## src/rtl/uart_word_tx.sv

```systemverilog
// uart_word_tx: pops 16-bit words and sends HEADER/high/low byte frames.
// Define UART_WORD_TX_CKSUM_EN to append an XOR checksum byte per frame.

module uart_word_tx #(
  parameter logic [7:0] HEADER = 8'h80
) (
  input  logic        clk,
  input  logic        rst,
  input  logic        enable,
  input  logic        fifo_empty,
  input  logic [15:0] fifo_dout,
  output logic        fifo_rd_en,
  output logic        transmit,
  output logic [7:0]  tx_byte,
  input  logic        is_transmitting,
  output logic        busy,
  output logic        frame_done,
  output logic [15:0] frame_count
);

`ifdef UART_WORD_TX_CKSUM_EN
  localparam logic [1:0] LAST_IDX = 2'd3;
`else
  localparam logic [1:0] LAST_IDX = 2'd2;
`endif

  typedef enum logic [2:0] {
    IDLE,
    POP,
    LATCH,
    SEND,
    GAP,
    DRAIN
  } state_t;

  state_t      state;
  state_t      state_nxt;
  logic [15:0] word;
  logic [15:0] word_nxt;
  logic [1:0]  idx;
  logic [1:0]  idx_nxt;
  logic [7:0]  tx_byte_nxt;
  logic        frame_done_nxt;
  logic [15:0] frame_count_nxt;

  function automatic logic [7:0] byte_at(
    input logic [1:0]  i,
    input logic [15:0] w
  );
    logic [7:0] b;
    case (i)
      2'd0:    b = HEADER;
      2'd1:    b = w[15:8];
      2'd2:    b = w[7:0];
`ifdef UART_WORD_TX_CKSUM_EN
      2'd3:    b = w[15:8] ^ w[7:0];
`endif
      default: b = 8'h00;
    endcase
    return b;
  endfunction

  assign fifo_rd_en = (state == POP);
  assign transmit   = (state == SEND);
  assign busy       = (state != IDLE);

  // State, latched word, byte index and registered outputs.
  always_ff @(posedge clk or posedge rst) begin
    if (rst) begin
      state       <= IDLE;
      word        <= 16'h0000;
      idx         <= 2'd0;
      tx_byte     <= 8'h00;
      frame_done  <= 1'b0;
      frame_count <= 16'h0000;
    end else begin
      state       <= state_nxt;
      word        <= word_nxt;
      idx         <= idx_nxt;
      tx_byte     <= tx_byte_nxt;
      frame_done  <= frame_done_nxt;
      frame_count <= frame_count_nxt;
    end
  end

  // Next-state logic; tx_byte is loaded on the way into SEND.
  always_comb begin
    state_nxt       = state;
    word_nxt        = word;
    idx_nxt         = idx;
    tx_byte_nxt     = tx_byte;
    frame_done_nxt  = 1'b0;
    frame_count_nxt = frame_count;
    unique case (state)
      IDLE: begin
        if (enable && !fifo_empty && !is_transmitting)
          state_nxt = POP;
      end
      POP: begin
        state_nxt = LATCH;
      end
      LATCH: begin
        word_nxt    = fifo_dout;
        idx_nxt     = 2'd0;
        tx_byte_nxt = HEADER;
        state_nxt   = SEND;
      end
      SEND: begin
        state_nxt = GAP;
      end
      GAP: begin
        state_nxt = DRAIN;
      end
      DRAIN: begin
        if (!is_transmitting) begin
          if (idx == LAST_IDX) begin
            frame_done_nxt  = 1'b1;
            frame_count_nxt = frame_count + 16'd1;
            state_nxt       = IDLE;
          end else begin
            idx_nxt     = idx + 2'd1;
            tx_byte_nxt = byte_at(idx + 2'd1, word);
            state_nxt   = SEND;
          end
        end
      end
      default: begin
        state_nxt = IDLE;
      end
    endcase
  end

endmodule

```

## config.mk

```make
export PLATFORM = sky130hd
export DESIGN_NAME = uart_word_tx
export DESIGN_NICKNAME = d
export VERILOG_FILES = /design/src/rtl/uart_word_tx.sv
export SDC_FILE = /design/constraint.sdc
export NUM_CORES = 1
export LEC_CHECK = 0
export BUFFER_PORTS_ARGS = -buffer_cell sky130_fd_sc_hd__buf_2
export CORE_AREA = 8 8 63 91
export DETAILED_ROUTE_END_ITERATION = 16
export DIE_AREA = 0 0 71 99
export GPL_TIMING_DRIVEN = 0
export PLACE_DENSITY = 0.73
export SYNTH_ARGS = -nofsm -noshare
export SYNTH_HDL_FRONTEND = slang
export SYNTH_SLANG_ARGS = --single-unit
```

## constraint.sdc

```tcl
create_clock -name clk -period 2.5 [get_ports clk]
set_input_delay 0.125 -clock clk [delete_from_list [all_inputs] [get_ports clk]]
set_output_delay 0.125 -clock clk [all_outputs]
set_load 0.005 [all_outputs]
```

; ---- After elaboration in Yosys (flattened, before gate mapping)
; Cells that the tools add are included.
[totals]
reg_bits = 46
out_inout_bits = 28
in_bits = 21
elab_cells = 45
[op_classes]
n_eq_ne = 11
n_mux = 14
n_bitwise = 1
addsub = 2
reduce_logical = 11
[ops]
columns = operator, count
row1 = case mux 8 bit (3 select lines), 1
row2 = case mux 3 bit (6 select lines), 1
row3 = "adder 16 x 1 -> 16 bit, second input constant", 1
row4 = 2-to-1 mux 8 bit, 2
row5 = case mux 8 bit (2 select lines), 1
row6 = "== test 3 x 2 -> 1 bit, second input constant", 2
row7 = "== test 3 bit, second input constant", 2
row8 = 2-to-1 mux 2 bit, 3
row9 = 2-to-1 mux 3 bit, 2
row10 = "inequality test 2 bit, second input constant", 3
row11 = AND reduction 3 bit, 2
row12 = "== test 2 bit, second input constant", 2
row13 = case mux 2 bit (2 select lines), 1
row14 = "== test 3 x 1 -> 1 bit, second input constant", 1
row15 = logical NOT 3 bit, 1
row16 = 2-to-1 mux 1 bit, 3
row17 = nonzero test 3 bit, 1
row18 = "adder 2 x 1 -> 2 bit, second input constant", 1
row19 = "== test 2 x 1 -> 1 bit, second input constant", 1
row20 = logical AND 1 bit, 2
row21 = logical NOT 1 bit, 2
row22 = logical NOT 2 bit, 1
row23 = AND reduction 2 bit, 1
row24 = nonzero test 2 bit, 1
row25 = inverter 1 bit, 1

; ---- Depth between registers and ports, before layout
; Gate-level depths: netlist of run 1.
[logic_depth]
ltp_word = 6
ltp_mapped = 7
depth_no_buf = 6

; ---- Least setup slack after synthesis of run 1
; Ideal clock, no wire load.
[synth_timing]
kind = register -> register
start = register idx[0]
end = register frame_count[8]
period_less_slack_ps = 1707
stages_incl_launch_ff = 7
t_required_ps = 2421
setup_ps = 79
slack_ps = 793
arrival_ps = 1628
path_buffers = 0
path_cell_list = dfrtp_1 -> inv_1 -> ha_1 -> nand3b_1 -> or4_4 -> nor2_1 -> xor2_1
[synth_between]
elab_chain_cells = 2
[synth_rtl]
columns = element, line_no
row1 = "start, declared", 40  ; logic [1:0] idx;
row2 = "start signal, assigned", 79  ; idx <= idx_nxt;
row3 = == test 2 bit, 116  ; if (idx == LAST_IDX) begin
row4 = AND reduction 3 bit (no line), -
row5 = "end signal, assigned", 82  ; frame_count <= frame_count_nxt;
row6 = "end, declared", 18  ; output logic [15:0] frame_count
; No other way between the ends.
; A chain may end at the register's enable or synchronous reset.

; ---- Final worst setup path of run 1
[layout_timing]
start = register idx[0]
end = register frame_count[10]
; The elaborated chain is that of the path after synthesis.

==> qor.yml, run 1 <==
die:
  core_area_um2: 4430
  die_w_um: 71
  die_area_um2: 7030
  dieHeight_um: 99
  floorplan.rows: 30
  number_of_top_level_pins: 49
  initial_core_util_pct: 47.9
power_and_ir_drop:
  p_clk_share_pct: 19.7
  p_per_area_nw_per_um2: 901
  total_leakage_power_nw: 1.29
  power.ir.vdd_worst_v: 0.000584
  internal_power_mw: 1.55
  switching_share_pct: 32.2
  power.combinational.fraction_pct: 34.2
  power_switching_uw: 738
  sequentialPowerShare_pct: 46.2
synthesis:
  synthesis.nets: 198
  synth.ff_latch_count: 46
  post_synthesis_compound_gate_area_fraction_pct: 9.97
  netlist_area_pre_place_um2: 2120
  post_synth_inst_count: 172
  synth_simple_gate_area_share_pct: 14.4
  synth_top_flop_cell: "sky130_fd_sc_hd__dfrtp_1"
  post_synth.cell_area_avg_um2: 12.3
  synthMuxAreaShare_pct: 9.03
  combinational_family_with_the_most_area_after_synthesis: "simple AND/OR/NAND/NOR gates"
  synth-edff-count: 0
  synth.yosys.warnings: 0
  post_synth_fa_ha_maj_area_fraction_pct: 2.95
  xor_and_xnor_area_share_after_synthesis_pct: 6.19
  synth_async_sr_flop_share_pct: 100
  post_synth_num_cell_types: 38
  sequential_element_share_of_the_synthesized_area_pct: 54.3
outcome:
  status: "finished clean"
global_route:
  grt_overflow: 0
  grt_antenna_before_repair: 0
  track_usage_pct: 12.9
  grt_start_max_net_pins: 31
  grt_first_pass_wirelength_mm: 7.22
  first_global_vias: 1539
critical_path:
  crit_start: "idx[0]$_DFFE_PP0P_"
  crit_fanout: 5
  cp_data_required_time_ns: 2.72
  crit_family: "simple AND/OR/NAND/NOR gates"
  worst_path_max_delay_cell: "sky130_fd_sc_hd__or4_4"
  rr_worst_depth: 6
  crit_path_buffers_inverters: 1
  reg2reg_from: "idx[0]$_DFFE_PP0P_"
  worstReg2RegEnd: "frame_count[10]$_DFFE_PP0P_"
  reg2reg_slack_ns: 0.62
  critical_path_cell_by_cell: "inv_1 > ha_1 > nand3b_1 > or4_4 > nor2_1 > xor2_1"
  cp.arrival_ns: 2.10
  start_kind: "flop"
  crit_path_max_incr_delay_ns: 0.55
  end_kind: "flop"
  setup.worst_path.class: "flop to flop"
sta:
  final_worst_setup_slack_ns: 0.615
  period_needed_ns: 1.88
  clock-skew-final_ns: 0.00688
  fin_tns_setup_ns: 0
  max-slew-margin-rel_pct: 64.5
  setup_violations: 0
  final_hold_viol_count: 0
  rsz_0062_raised_after_global_routing: "false"
  timing.final.crit_share_pct: 75.4
  max_freq_mhz: 531
  timing_max_transition_violations_final: 0
  timing_worst_slew_pin_value_ns: 0.532
cts:
  clockRootBuffer: "sky130_fd_sc_hd__clkbuf_8"
  hold_fix_buffers_cts: 1
  cts.sinks: 46
  cts.path.max_buffers: 2
  clk_pin_slew_worst_paths_ns: 0.08
  post_cts_resized: 0
  cts_htree_levels: 2
  cts_buffers: 5
  insertion_delay_ns: 0.29
  cts_tree: "done"
  cts_post_setup_buffers_inserted: 0
route:
  wire_length_per_cell_um: 15.6
  drt-vias-per-instance: 5.37
  wirelength_mm: 4.33
  ant_nets: 0
  vias: 1492
  drc: 0
  dr.pass1.iters: 4
  drt_first_iter_violations: 51
job:
  maxCapViolations: 0
worst_hold_path:
  whs_path_depth: 2
  worst_hold_path_type: "input pin to flop"
  worst_hold_path.endpoint: "word[10]$_DFFE_PP0P_"
  min-delay-start: "fifo_dout[10]"
placed_design:
  routabilityCongestion: 0.742
  hpwl_mm: 3.31
  dp_worst_setup_slack_ns: 0.617
  port_buffers: 48
finish:
  drive_gt1_share_pct: 38.7
  diodes: 0
  area_delta_synth_final_pct: 19.9
  final_core_utilization_pct: 57.4
  final_nets: 255
## synth_stat cells, types with 2 or more instances
cell type	n	area share, %
sky130_fd_sc_hd__o21ai_0	2	0.47
sky130_fd_sc_hd__a31o_2	2	0.83
sky130_fd_sc_hd__nor3_1	3	0.71
sky130_fd_sc_hd__xor2_1	8	3.3
sky130_fd_sc_hd__nor2_1	8	1.4
sky130_fd_sc_hd__nand2b_1	3	0.89
sky130_fd_sc_hd__nor3b_1	2	0.71
sky130_fd_sc_hd__dfrtp_1	46	54
sky130_fd_sc_hd__nand2_1	17	3.0
sky130_fd_sc_hd__nand4_1	4	1.2
sky130_fd_sc_hd__ha_1	5	2.9
sky130_fd_sc_hd__a22oi_1	8	2.8
sky130_fd_sc_hd__nand3_1	2	0.47
sky130_fd_sc_hd__inv_1	7	1.2
sky130_fd_sc_hd__o31ai_1	7	2.5
sky130_fd_sc_hd__buf_2	3	0.71
sky130_fd_sc_hd__xnor2_1	7	2.9
sky130_fd_sc_hd__clkbuf_1	2	0.35
sky130_fd_sc_hd__mux2_2	17	9.0
## layer usage
layer / GRT usage, % / wire (um)
met1: 13.9 / 1740
met2: 21.9 / 2200
met3: 5.59 / 332
met4: 4.35 / 59
met5: 0 / 0
## area by class of cell
class	instances	area (um2)
Multi-Input combinational cell	112	902
Sequential cell	46	1150
Tap cell	48	60.1
Clock buffer	7	86.3
Buffer	7	41.3
Fill cell	391	1890
Clock inverter	1	5.00
Timing Repair Buffer	50	270
Inverter	7	26.3
## worst max-delay path by stage
stage | slack [ns] | endpoint | cells past startpoint
3_5_place_dp | 0.62 | word[0]$_DFFE_PP0P_ | 4
2_1_floorplan | 0.79 | frame_count[8]$_DFFE_PP0P_ | 6
3_3_place_gp | 0.63 | word[6]$_DFFE_PP0P_ | 4
6_report | 0.62 | frame_count[10]$_DFFE_PP0P_ | 6
5_1_grt | 0.47 | word[0]$_DFFE_PP0P_ | 3
4_1_cts | 0.59 | frame_count[10]$_DFFE_PP0P_ | 6
## metrics by stage
| stage | hold slack (ns) | cells | instance area, um2 | power, mW |
|---|---|---|---|---|
| after floorplan | 0.277 | 172 | 2120 | 1.64 |
| after global placement | 0.356 | 268 | 2420 | 1.83 |
| after detailed placement | 0.124 | 269 | 2440 | 1.87 |
| after CTS | 0.0464 | 278 | 2540 | 2.33 |
| after global routing | 0.0490 | 278 | 2540 | 2.44 |
| final | 0.0595 | 278 | 2540 | 2.29 |
## logic make-up (layout without fill, tap and decap cells)
| kind of cell | after synthesis | count (layout) |
|---|---|---|
| multiplexers | 17 | 17 |
| flip-flops | 46 | 46 |
| buffers and inverters | 14 | 72 |
| AND/OR/NAND/NOR | 50 | 50 |
| XOR/XNOR | 15 | 15 |
| AO/OA/AOI/OAI | 25 | 25 |
| adder cells (fa/ha/maj) | 5 | 5 |
## power by group through the flow
stage          Sequential (mW)  Combinational [mW]  Clock, mW
3_5_place_dp              1.07               0.794          0
5_1_grt                   1.08               0.868      0.497
4_1_cts                   1.06               0.797      0.474
6_report                  1.06               0.783      0.450
3_3_place_gp              1.06               0.765          0
2_1_floorplan             1.04               0.596          0
## worst register-to-register path, cell delays in order (launching register included)
cell,delay [ns]
sky130_fd_sc_hd__dfrtp_1,0.46
sky130_fd_sc_hd__inv_1,0.14
sky130_fd_sc_hd__ha_1,0.22
sky130_fd_sc_hd__nand3b_1,0.16
sky130_fd_sc_hd__or4_4,0.55
sky130_fd_sc_hd__nor2_1,0.13
sky130_fd_sc_hd__xor2_1,0.16
## flip-flops by register name, summed over array words and instances, names as in the netlist
signal / flops
frame_count: 16
word: 16
tx_byte: 8
state: 3
idx: 2
frame_done: 1
## cell usage in the layout, fill, tap and decap left out, drive strengths merged, types with 2 or more instances in the layout
master,n
buf,54
clkbuf,9
xnor2,7
dfrtp,46
inv,7
nand2b,3
ha,5
o31ai,7
nand4,4
mux2,17
a22oi,8
o21ai,2
nand2,17
nand3b,2
xor2,8
nor2,8
nor3b,3
nor3,3
a31o,2
nand3,2
No activity file was read; power rests on OpenSTA's default activity.
==> run 2, diff against run 1 <==
==> constraint.sdc (replaced) <==
create_clock -name clk -period 1.94 [get_ports clk]
set_input_delay 0.097 -clock clk [delete_from_list [all_inputs] [get_ports clk]]
set_output_delay 0.097 -clock clk [all_outputs]
set_load 0.005 [all_outputs]
==> qor.yml, run 2 (synthesized netlist as in run 1, its figures left out) <==
outcome:
  status: "finished clean"
power_and_ir_drop:
  sequentialPowerShare_pct: 44.9  # -1.3 points
  internal_power_mw: 2.07  # +33%
  p_per_area_nw_per_um2: 1170  # +30%
  p_clk_share_pct: 19.1  # -0.6 points
  total_leakage_power_nw: 1.32  # +1.8%
  power.combinational.fraction_pct: 36.0  # +1.8 points
  switching_share_pct: 31.9  # -0.33 points
  power.ir.vdd_worst_v: 0.000750  # +28%
  power_switching_uw: 970  # +31%
global_route:
  grt_overflow: 0  # unchanged
  first_global_vias: 1539  # unchanged
  track_usage_pct: 12.9  # unchanged
  grt_antenna_before_repair: 0  # unchanged
  grt_first_pass_wirelength_mm: 7.22  # unchanged
  grt_start_max_net_pins: 31  # unchanged
critical_path:
  worst_path_max_delay_cell: "sky130_fd_sc_hd__dfrtp_2"
  cp.arrival_ns: 2.00  # -0.10 ns
  crit_start: "idx[0]$_DFFE_PP0P_"
  setup.worst_path.class: "flop to flop"
  end_kind: "flop"
  cp_data_required_time_ns: 2.12  # -0.60 ns
  start_kind: "flop"
  worstReg2RegEnd: "frame_count[15]$_DFFE_PP0P_"
  reg2reg_from: "idx[0]$_DFFE_PP0P_"
  setup.worst_path.end: "frame_count[15]$_DFFE_PP0P_"
  critical_path_cell_by_cell: "inv_1 > ha_2 > nand3b_1 > buf_4 > nor4_4 > nand4_1 > xnor2_1"
  rr_worst_depth: 7  # +1
  crit_path_max_incr_delay_ns: 0.46  # -0.09 ns
  reg2reg_slack_ns: 0.12  # -0.50 ns
  crit_fanout: 5  # unchanged
sta:
  fin_hold_ws_ns: 0.0298  # -0.0296 ns
  max-slew-margin-rel_pct: 72.3  # +7.8 points
  fin_tns_setup_ns: 0  # unchanged
  period_needed_ns: 1.82  # -0.0647 ns
  final_hold_viol_count: 0  # unchanged
  timing_worst_slew_pin_value_ns: 0.415  # -0.117 ns
  clock-skew-final_ns: 0.00797  # +0.00109 ns
  timing.final.crit_share_pct: 93.8  # +18 points
  max_freq_mhz: 549  # +3.6%
  timing_max_transition_violations_final: 0  # unchanged
  setup_violations: 0  # unchanged
  rsz_0062_raised_after_global_routing: "false"
cts:
  cts_buffers: 5  # unchanged
  cts_tree: "done"
  cts_htree_levels: 2  # unchanged
  clk_pin_slew_worst_paths_ns: 0.08  # about the same
  cts.sinks: 46  # unchanged
  cts.path.max_buffers: 2  # unchanged
  clockRootBuffer: "sky130_fd_sc_hd__clkbuf_8"
  insertion_delay_ns: 0.29  # about the same
placed_design:
  port_buffers: 48  # unchanged
  routabilityCongestion: 0.742  # unchanged
  hpwl_mm: 3.31  # unchanged
die:
  core_area_um2: 4430  # unchanged
  floorplan.rows: 30  # unchanged
  number_of_top_level_pins: 49  # unchanged
  die_area_um2: 7030  # unchanged
  dieHeight_um: 99  # unchanged
  die_w_um: 71  # unchanged
  initial_core_util_pct: 47.9  # unchanged
finish:
  area_delta_synth_final_pct: 22.5
  drive_gt1_share_pct: 41.3  # +2.6 points
  mostFrequentLayoutCells: "sky130_fd_sc_hd__buf_2, sky130_fd_sc_hd__dfrtp_1, sky130_fd_sc_hd__nand2_1, sky130_fd_sc_hd__mux2_2"
  diodes: 0  # unchanged
  layout.cells.most_common: "sky130_fd_sc_hd__buf_2"
  final_nets: 260  # +2.0%
  layout_top_registers: "frame_count (16), word (16), tx_byte (8)"
worst_hold_path:
  worst_hold_path_type: "input pin to flop"
route:
  vias: 1493  # +0.067%
  wirelength_mm: 4.35  # +0.46%
  ant_nets: 0  # unchanged
  dr.pass1.iters: 4  # unchanged
  drt_first_iter_violations: 71  # +39%
  wire_length_per_cell_um: 15.4  # -1.3%
  drc: 0  # unchanged
  drt-vias-per-instance: 5.28  # -1.7%
job:
  maxCapViolations: 0  # unchanged
## run 2: changes by cell type in the layout (fill, tap and decap cells not counted)
cell / change
sky130_fd_sc_hd__buf_12: +1
sky130_fd_sc_hd__buf_4: +4
sky130_fd_sc_hd__dfrtp_1: -2
sky130_fd_sc_hd__dfrtp_2: +2
sky130_fd_sc_hd__ha_1: -1
sky130_fd_sc_hd__ha_2: +1
## run 2: what timing repair did
item / 4_1_cts / 5_1_grt
endpoints found under the hold margin: 16 / 0
setup endpoints to repair: 0 / 14
hold buffers: 1 / 0
buffers inserted: 0 / 5
gates resized for setup: 0 / 3
## run 2: cell type report
cell class                 count  area, um2
fill                         386       1830
sequential                    46       1150
multi-input combinational    112        905
timing repair buffer          55        320
clock buffer                   7       86.3
tap                           48       60.1
buffer                         7       41.3
inverter                       7       26.3
clock inverter                 1       5.00
## run 2: how the worst min path moves through the flow
| stage | from | to | cells past startpoint | slack [ns] |
|---|---|---|---|---|
| after CTS | fifo_dout[2] | word[2]$_DFFE_PP0P_ | 2 | 0.02 |
| final | fifo_dout[10] | word[10]$_DFFE_PP0P_ | 2 | 0.03 |
| after global placement | fifo_dout[13] | word[13]$_DFFE_PP0P_ | 2 | 0.33 |
| after global routing | fifo_dout[8] | word[8]$_DFFE_PP0P_ | 2 | 0.02 |
| after detailed placement | rst | frame_count[10]$_DFFE_PP0P_ | 2 | 0.1 |
| after floorplan | fifo_dout[10] | word[10]$_DFFE_PP0P_ | 1 | 0.25 |
## run 2: through the flow
step	cell area (um2)	util, %	setup slack [ns]	power [mW]	std cells
4_1_cts	2540	57.4	0.0318	3.00	278
3_3_place_gp	2420	54.7	0.0693	2.36	268
3_5_place_dp	2440	55.1	0.0569	2.40	269
2_1_floorplan	2120	-	0.233	2.11	172
5_1_grt	2600	58.6	0.00767	3.24	283
6_report	2600	58.6	0.120	3.04	283
## run 2: per-layer routing
layer	vias up	GRT usage, %	part of all wire, %
met3	5	5.59	7.8
li1	728	-	-
met4	0	4.35	1.4
met5	-	0	0
met2	46	21.9	52
met1	714	13.9	38
## run 2: power by group through the flow
stage / registers [mW] / clock network (mW) / logic (mW)
2_1_floorplan: 1.34 / 0 / 0.768
3_3_place_gp: 1.37 / 0 / 0.986
3_5_place_dp: 1.38 / 0 / 1.02
4_1_cts: 1.36 / 0.611 / 1.03
5_1_grt: 1.39 / 0.638 / 1.21
6_report: 1.37 / 0.580 / 1.09
## run 2: worst max-delay path, delay by kind of cell (launching register included)
kind,cells,cell delay (ns)
flops,1,0.46
buf+inv,2,0.27
xor+xnor,1,0.14
simple gates,3,0.62
fa+ha+maj,1,0.21
==> run 3, diff against run 2 <==
--- a/config.mk
+++ b/config.mk
@@ -6,11 +6,11 @@
 export NUM_CORES = 1
 export LEC_CHECK = 0
 export BUFFER_PORTS_ARGS = -buffer_cell sky130_fd_sc_hd__buf_2
-export CORE_AREA = 8 8 63 91
+export CORE_AREA = 8 8 61 89
 export DETAILED_ROUTE_END_ITERATION = 16
-export DIE_AREA = 0 0 71 99
+export DIE_AREA = 0 0 69 97
 export GPL_TIMING_DRIVEN = 0
-export PLACE_DENSITY = 0.73
+export PLACE_DENSITY = 0.77
 export SYNTH_ARGS = -nofsm -noshare
 export SYNTH_HDL_FRONTEND = slang
 export SYNTH_SLANG_ARGS = --single-unit
==> qor.yml, run 3 (synthesized netlist as in run 1, its figures left out) <==
placed_design:
  routabilityCongestion: 0.763  # +2.8%
  hpwl_mm: 3.17  # -4.3%
  dp_worst_setup_slack_ns: 0.0363  # -0.0206 ns
  dp_cells: 267  # -0.74%
  port_buffers: 48  # unchanged
  dpl_cell_area_um2: 2440  # -0.10%
global_route:
  grt_start_max_net_pins: 27  # -13%
  track_usage_pct: 12.9  # +0.018 points
  grt_antenna_before_repair: 0  # unchanged
  grt_overflow: 0  # unchanged
  first_global_vias: 1585  # +3.0%
  grt_first_pass_wirelength_mm: 7.25  # +0.37%
  global_route_layer_with_the_greatest_usage: "met2"
  met2_usage_grt_pct: 21.0  # -0.92 points
  groute.layer.met3.usage_pct: 4.91  # -0.68 points
  grt_util_met1_pct: 14.7  # +0.85 points
route:
  drt-vias-per-instance: 5.39  # +2.2%
  wire_length_per_cell_um: 15.1  # -2.0%
  drt_first_iter_violations: 61  # -14%
  dr.pass1.iters: 4  # unchanged
  ant_nets: 0  # unchanged
  vias: 1510  # +1.1%
  wirelength_mm: 4.21  # -3.0%
  drc: 0  # unchanged
power_and_ir_drop:
  total_leakage_power_nw: 1.32  # +0.26%
  power_switching_uw: 969  # about the same
  internal_power_mw: 2.14  # +3.2%
  total_power_mw: 3.11  # +2.2%
  power.combinational.fraction_pct: 33.7  # -2.3 points
  switching_share_pct: 31.2  # -0.69 points
  p_clk_share_pct: 22.5  # +3.4 points
  power.ir.vdd_worst_v: 0.000857  # +14%
  sequentialPowerShare_pct: 43.7  # -1.2 points
  p_per_area_nw_per_um2: 1200  # +2.3%
die:
  initial_core_util_pct: 51.3  # +3.4 points
  floorplan.rows: 29  # -3.3%
  die_area_um2: 6690  # -4.8%
  dieHeight_um: 97  # -2.0%
  die_w_um: 69  # -2.8%
  number_of_top_level_pins: 49  # unchanged
  core_area_um2: 4140  # -6.6%
sta:
  period_needed_ns: 1.82  # +0.00435 ns
  setup_violations: 0  # unchanged
  timing.final.crit_share_pct: 94.0  # +0.22 points
  max-slew-margin-rel_pct: 68.5  # -3.9 points
  timing_max_transition_violations_final: 0  # unchanged
  fin_tns_setup_ns: 0  # unchanged
  final_hold_viol_count: 0  # unchanged
  fin_hold_ws_ns: 0.0230  # -0.00683 ns
  final_worst_setup_slack_ns: 0.116  # -0.00435 ns
  timing_worst_slew_pin_value_ns: 0.472  # +0.0572 ns
  rsz_0062_raised_after_global_routing: "false"
  max_freq_mhz: 548  # -0.24%
  clock-skew-final_ns: 0.00969  # +0.00172 ns
cts:
  cts.sinks: 46  # unchanged
  cts_buffers: 5  # unchanged
  clockRootBuffer: "sky130_fd_sc_hd__clkbuf_8"
  clk_pin_slew_worst_paths_ns: 0.09  # about the same
  cts.path.max_buffers: 2  # unchanged
  cts_tree: "done"
  cts_htree_levels: 2  # unchanged
  insertion_delay_ns: 0.30  # about the same
finish:
  instances_no_fill: 280  # -1.1%
  final_core_utilization_pct: 62.7  # +4.1 points
  fill_cells: 358  # -7.3%
  multi_input_area_um2: 907  # +0.28%
  drive_gt1_share_pct: 41.5  # +0.18 points
  area_delta_synth_final_pct: 22.3
  final_nets: 259  # -0.38%
  final_design_area_no_fill_um2: 2590  # -0.14%
  diodes: 0  # unchanged
  mostFrequentLayoutCells: "sky130_fd_sc_hd__buf_2, sky130_fd_sc_hd__dfrtp_1, sky130_fd_sc_hd__nand2_1, sky130_fd_sc_hd__mux2_2"
  seq_area_um2: 1150  # -0.11%
  layout_top_registers: "frame_count (16), word (16), tx_byte (8)"
  layout.cells.most_common: "sky130_fd_sc_hd__buf_2"
critical_path:
  crit_path_buffers_inverters: 1  # -1
  crit_family: "simple AND/OR/NAND/NOR gates"
  setup.worst_path.class: "flop to flop"
  critical_path_cell_by_cell: "inv_1 > ha_2 > nand3b_1 > or4_4 > nor2_1 > xor2_1"
  crit_path_max_incr_delay_ns: 0.55  # +0.09 ns
  crit_fanout: 5  # unchanged
  worst_path_max_delay_cell: "sky130_fd_sc_hd__or4_4"
  cp.arrival_ns: 2.06  # +0.06 ns
  start_kind: "flop"
  cp_data_required_time_ns: 2.17  # +0.05 ns
  end_kind: "flop"
outcome:
  status: "finished clean"
job:
  maxCapViolations: 0  # unchanged
worst_hold_path:
  worst_hold_path_type: "input pin to flop"
[run 3: final timing paths]
check / start / to / slack, ns / cells past startpoint
hold / removal: fifo_dout[14] / word[14]$_DFFE_PP0P_ / 0.02 / 2
setup / recovery: idx[0]$_DFFE_PP0P_ / frame_count[10]$_DFFE_PP0P_ / 0.12 / 6
hold reg to reg: frame_count[15]$_DFFE_PP0P_ / frame_count[15]$_DFFE_PP0P_ / 0.49 / 1
min in group asynchronous: rst / frame_done$_DFF_PP0_ / 0.35 / 3
setup reg to reg: idx[0]$_DFFE_PP0P_ / frame_count[10]$_DFFE_PP0P_ / 0.12 / 6
max in group asynchronous: rst / idx[0]$_DFFE_PP0P_ / 1.08 / 4
[run 3: layer usage]
layer / wire length (um) / up-vias
met5: 0 / -
met4: 77 / 0
met3: 295 / 7
met2: 2060 / 48
met1: 1780 / 728
li1: - / 727
[run 3: what timing repair did]
action / in CTS / in global routing
setup buffers: 0 / 4
hold buffers: 1 / 0
gates resized for setup: 0 / 3
setup endpoints to repair: 0 / 13
hold endpoints to repair: 20 / 0
[run 3: power by group through the flow]
stage                     logic (mW)  clock network, mW  registers [mW]
after floorplan                0.768                  0            1.34
after global placement         0.980                  0            1.38
after detailed placement        1.00                  0            1.38
after CTS                       1.01              0.725            1.36
after global routing            1.16              0.751            1.39
final                           1.05              0.700            1.36
[run 3: area by class of cell]
cell class / count / share of cell area (%)
multi-input cells: 112 / 35.0
plain buffers: 7 / 1.59
clock buffers: 5 / 2.65
inverters: 7 / 1.01
well taps: 46 / 2.22
flip-flops and latches: 46 / 44.4
repair buffers: 54 / 11.6
clock inverters: 3 / 1.54
